**src/rtl/rand_share_arbiter.sv**
```systemverilog
// Round-robin arbiter sharing one 8-bit Fibonacci LFSR; each grant carries a fresh byte, then the LFSR steps STEPS times.
// Optional RAND_LOCKUP_GUARD_EN: zero seeds and any all-zero LFSR state are replaced by SEED_RST.
module rand_share_arbiter #(
  parameter int          NUM_REQ  = 4,
  parameter int          STEPS    = 4,
  parameter logic [7:0]  SEED_RST = 8'h0F
) (
  input  logic               clk,
  input  logic               reset,
  input  logic [NUM_REQ-1:0] req,
  output logic [NUM_REQ-1:0] gnt,
  output logic [7:0]         rand_data,
  input  logic               seed_load,
  input  logic [7:0]         seed_value,
  output logic               busy
);

  localparam int IDX_W = $clog2(NUM_REQ);
  localparam int CNT_W = 4;

  typedef enum logic [1:0] {IDLE, ISSUE, ADVANCE} state_t;

  state_t               r_state;
  logic [7:0]           r_lfsr;
  logic [IDX_W-1:0]     r_ptr;
  logic [IDX_W-1:0]     r_winner;
  logic [CNT_W-1:0]     r_cnt;
  logic [NUM_REQ-1:0]   r_gnt;
  logic [7:0]           r_rand;

  state_t               w_state_nxt;
  logic [7:0]           w_lfsr_nxt;
  logic [7:0]           w_lfsr_shift;
  logic [IDX_W-1:0]     w_ptr_nxt;
  logic [IDX_W-1:0]     w_winner_nxt;
  logic [CNT_W-1:0]     w_cnt_nxt;
  logic [NUM_REQ-1:0]   w_gnt_nxt;
  logic [7:0]           w_rand_nxt;
  logic [IDX_W-1:0]     w_sel;
  logic                 w_found;
  logic [NUM_REQ-1:0]   w_onehot;

  // First request at or above the pointer wins; otherwise wrap to the lowest set bit.
  always_comb begin
    w_sel   = '0;
    w_found = 1'b0;
    for (int k = 0; k < NUM_REQ; k++) begin
      if (!w_found && req[k] && (k >= int'(r_ptr))) begin
        w_sel   = IDX_W'(k);
        w_found = 1'b1;
      end
    end
    for (int k = 0; k < NUM_REQ; k++) begin
      if (!w_found && req[k]) begin
        w_sel   = IDX_W'(k);
        w_found = 1'b1;
      end
    end
  end

  assign w_onehot     = {{(NUM_REQ-1){1'b0}}, 1'b1} << w_sel;
  assign w_lfsr_shift = {r_lfsr[6:0], r_lfsr[7] ^ r_lfsr[5] ^ r_lfsr[4] ^ r_lfsr[3]};

  // A reseed takes priority over the scheduled shift in the same cycle.
  always_comb begin
    w_lfsr_nxt = r_lfsr;
    if (seed_load) begin
`ifdef RAND_LOCKUP_GUARD_EN
      w_lfsr_nxt = (seed_value == 8'h00) ? SEED_RST : seed_value;
`else
      w_lfsr_nxt = seed_value;
`endif
    end
`ifdef RAND_LOCKUP_GUARD_EN
    else if (r_lfsr == 8'h00) begin
      w_lfsr_nxt = SEED_RST;
    end
`endif
    else if (r_state == ADVANCE) begin
      w_lfsr_nxt = w_lfsr_shift;
    end
  end

  always_comb begin
    w_state_nxt  = r_state;
    w_ptr_nxt    = r_ptr;
    w_winner_nxt = r_winner;
    w_cnt_nxt    = r_cnt;
    w_gnt_nxt    = '0;
    w_rand_nxt   = r_rand;
    unique case (r_state)
      IDLE: begin
        if (|req) begin
          w_winner_nxt = w_sel;
          w_gnt_nxt    = w_onehot;
          w_rand_nxt   = r_lfsr;
          w_state_nxt  = ISSUE;
        end
      end
      ISSUE: begin
        w_ptr_nxt   = (r_winner == IDX_W'(NUM_REQ - 1)) ? '0 : r_winner + 1'b1;
        w_cnt_nxt   = CNT_W'(STEPS);
        w_state_nxt = ADVANCE;
      end
      ADVANCE: begin
        w_cnt_nxt = r_cnt - 1'b1;
        if (r_cnt == CNT_W'(1)) begin
          w_state_nxt = IDLE;
        end
      end
      default: begin
        w_state_nxt = IDLE;
      end
    endcase
  end

  always_ff @(posedge clk or posedge reset) begin
    if (reset) begin
      r_state  <= IDLE;
      r_lfsr   <= SEED_RST;
      r_ptr    <= '0;
      r_winner <= '0;
      r_cnt    <= '0;
      r_gnt    <= '0;
      r_rand   <= 8'h00;
    end else begin
      r_state  <= w_state_nxt;
      r_lfsr   <= w_lfsr_nxt;
      r_ptr    <= w_ptr_nxt;
      r_winner <= w_winner_nxt;
      r_cnt    <= w_cnt_nxt;
      r_gnt    <= w_gnt_nxt;
      r_rand   <= w_rand_nxt;
    end
  end

  assign gnt       = r_gnt;
  assign rand_data = r_rand;
  assign busy      = (r_state != IDLE);

endmodule

```
**config.mk**
```make
export PLATFORM = sky130hd
export DESIGN_NAME = rand_share_arbiter
export DESIGN_NICKNAME = d
export VERILOG_FILES = /design/src/rtl/rand_share_arbiter.sv
export SDC_FILE = /design/constraint.sdc
export NUM_CORES = 1
export LEC_CHECK = 0
export ABC_AREA = 1
export CORE_AREA = 2 2 59 61
export CTS_CLUSTER_DIAMETER = 200
export DETAILED_ROUTE_END_ITERATION = 16
export DIE_AREA = 0 0 61 63
export GPL_TIMING_DRIVEN = 0
export PLACE_DENSITY = 0.75
export SYNTH_ARGS = -nofsm -noshare
export SYNTH_HDL_FRONTEND = slang
export SYNTH_SLANG_ARGS = --single-unit
```
**constraint.sdc**
```tcl
create_clock -name clk -period 1.4 [get_ports clk]
set_clock_uncertainty 0.05 [all_clocks]
set_input_delay 0.42 -clock clk [delete_from_list [all_inputs] [get_ports clk]]
set_output_delay 0.42 -clock clk [all_outputs]
set_load 0.005 [all_outputs]
```
==> impl_metrics.ini <==
[status]
status = finished, violations left
violations = negative setup slack

[synthesis]
synthesis.area_um2 = 1558
synth_nets = 191
yosysWarnings = 0
syn_inst = 169
yosysUniqueCellTypes = 31
ys_top_cells_by_area = dfrtp_1 (42%), nand2_1 (11%), dfstp_2 (6.7%), ha_1 (5.6%), inv_1 (4.1%)
synth_top_cell_area_share_pct = 41.77
ys_ff_latch = 30
synth_area_per_cell_um2 = 9.217
yosysTopAreaCell = dfrtp_1
seq_area_frac_synth_pct = 48.51

[detailed_routing]
first_iter_violations = 53
routedWlPerCell_um = 11.85
via_per_inst = 4.895
drt.antenna.violating_nets = 0
firstDrtPassIters = 5
vias = 1302
wl_um = 3152
remaining_drc_errors = 0

[pwr]
power_switching_w = 0.001693
pwr-share-comb_pct = 52.8
power.density_nw_per_um2 = 2034
p_clk_share_pct = 12.8
sw_frac_of_total_pct = 39.75
p_int_w = 0.002567
power.total_w = 0.004261
peakVddDrop_v = 0.001056
leakage_nw = 1.017
p_seq_share_pct = 34.4

[layout]
synthToLayoutAreaGrowth_pct = 34.46
layout_common_cells = nand2_1 (46), dfrtp_1 (26), buf_4 (15)
utilization_pct = 64.81
multi_input_area_um2 = 760.7
drive_gt1_share_pct = 37.27
layout_commonest_cell = nand2_1
diodes = 0
regArea_um2 = 755.7
fin_nets = 241
num-fill-cells = 272

[clock_tree]
holdBufCountCts = 0
clock_latency_ps = 340
path_clk_slew_ps = 100
cts_tree = built
clock-sinks = 30
cts_buffers = 5
clk_path_buf_depth = 2
root_buffer = clkbuf_4
h-tree-depth = 2

[setup_path]
worst-endpoint-arrival_ps = 1100
required_ps = 930
critPathCaptureType = primary output
cp_num_buf_inv = 3
path_cells = inv_2, ha_4, inv_4, buf_6
cpLargestDelayFamily = flip-flops
cpPeakStageDelay_ps = 410
crit_slowest_cell = dfrtp_1
crit_type = reg -> out
startpoint_type = register
crit_path_max_fanout = 2

[timing]
period_share_pct = 112.4
rsz0062_at_grt = yes
slew_viol_final = 0
hold_viol_final = 0
finalCriticalPeriod_ps = 1573
worstMarginPinSlew_ps = 623.5
slew_headroom_pct = 58.34
worst_slack_ps = -173.5
fmax_mhz = 635.5
setup_viol = 5

[die]
core.rowCount = 21
die-area_um2 = 3843
die_w_um = 61
start_util_pct = 48.20
die_y_um = 63
io_pins = 28
core-area_um2 = 3232

[global_route]
grt_max_degree = 31
grt_pass1_vias = 1297
antenna_found_initial = 0
grt.total_usage_pct = 18.28
grt_pass1_wl_um = 5319
grt-ovfl-total = 0

[placed_design]
place_hpwl_um = 2250
place.gp.congestion = 0.8235
io_buffers = 26

[min_path]
hp-class = in -> reg

[run]
max-cap-violations = 0
logic make-up (layout without fill, tap and decap cells):
kind of cell               after synthesis  after routing  share of synthesized area (%)
and+or+nand+nor                         84             84                          26.59
AOI/OAI and AO/OA                       22             22                          10.28
adders and majority gates                7              7                          5.622
xor gates and xnor gates                 3              3                          1.687
DFF                                     30             30                          48.51
muxes                                    1              1                         0.7228
buffers and inverters                   22             73                          6.586
Yosys cell counts (all sizes together):
library cell,n
nor2,16
mux2,1
xnor2,3
nand3,6
a31oi,2
nor3b,1
o22ai,1
o21ai,11
buf,2
inv,20
ha,7
a22oi,1
a21oi,3
nand4,5
dfrtp,26
nand2,56
dfstp,4
o211ai,4
layout make-up:
class | count | area share [%]
well taps | 46 | 2.748
repair buffers | 43 | 16.49
plain buffers | 2 | 1.195
flip-flops and latches | 30 | 36.08
clock buffers | 6 | 2.449
clock inverters | 2 | 0.5974
inverters | 20 | 4.122
multi-input cells | 117 | 36.32
worst register-to-register path: stages, from the launching register on:
cell	delay, ps
dfrtp_1	400
inv_2	90
buf_4	110
buf_6	80
ha_4	180
inv_4	50
nor2_4	150
inv_2	80
o211ai_1	190
final timing paths:
kind | cells past startpoint | from | to | slack, ps
min | 3 | seed_load | r_lfsr[3]$_DFFE_PP1P_ | 380
min reg2reg | 2 | rand_data[0]$_DFFE_PP0P_ | rand_data[0]$_DFFE_PP0P_ | 460
max in group asynchronous | 2 | reset | r_ptr[0]$_DFFE_PP0N_ | 480
min in group asynchronous | 2 | reset | r_lfsr[7]$_DFFE_PP0P_ | 450
max | 4 | r_state[1]$_DFFE_PP0P_ | busy | -170
max reg2reg | 8 | r_state[0]$_DFFE_PP0P_ | r_lfsr[2]$_DFFE_PP1P_ | -50
power by group through the flow:
stage	Combinational (W)	Clock (W)	Sequential, W
global placement	0.00180	0	0.00147
global route	0.00251	0.000594	0.00151
detailed placement	0.00187	0	0.00148
floorplan	0.00126	0	0.00145
finish	0.00225	0.000546	0.00146
CTS	0.00215	0.000568	0.00144
registers in the layout, summed over array words and instances, names as in the netlist:
name,count
r_state,2
r_cnt,4
rand_data,8
r_lfsr,8
r_winner,2
r_ptr,2
gnt,4
per-layer routing:
| layer | routed length, um | vias up | GRT usage [%] |
|---|---|---|---|
| met1 | 1306 | 618 | 21.94 |
| met5 | 0 | - | 0 |
| li1 | - | 648 | - |
| met2 | 1662 | 32 | 31.45 |
| met4 | 32 | 0 | 4.076 |
| met3 | 149 | 4 | 5.590 |
through the flow:
| stage | setup TNS (ps) | instances | hold slack, ps | worst slack (ps) | area [um2] |
|---|---|---|---|---|---|
| detailed placement | -19000 | 241 | 425.8 | -442.2 | 1876 |
| CTS | -175.4 | 263 | 356.9 | -175.4 | 2033 |
| finish | -280.0 | 266 | 381.0 | -173.5 | 2095 |
| global route | -764.7 | 266 | 385.1 | -223.4 | 2095 |
| global placement | -16710 | 241 | 422.1 | -399.1 | 1876 |
| floorplan | 0 | 169 | 414.1 | 111.7 | 1558 |
what timing repair did:
action | in CTS | in global routing
pin swaps | 2 | 6
setup buffers | 14 | 4
resized for setup | 57 | 16
endpoints found under the setup margin | 58 | 23
(Power assumes the default switching activity.)
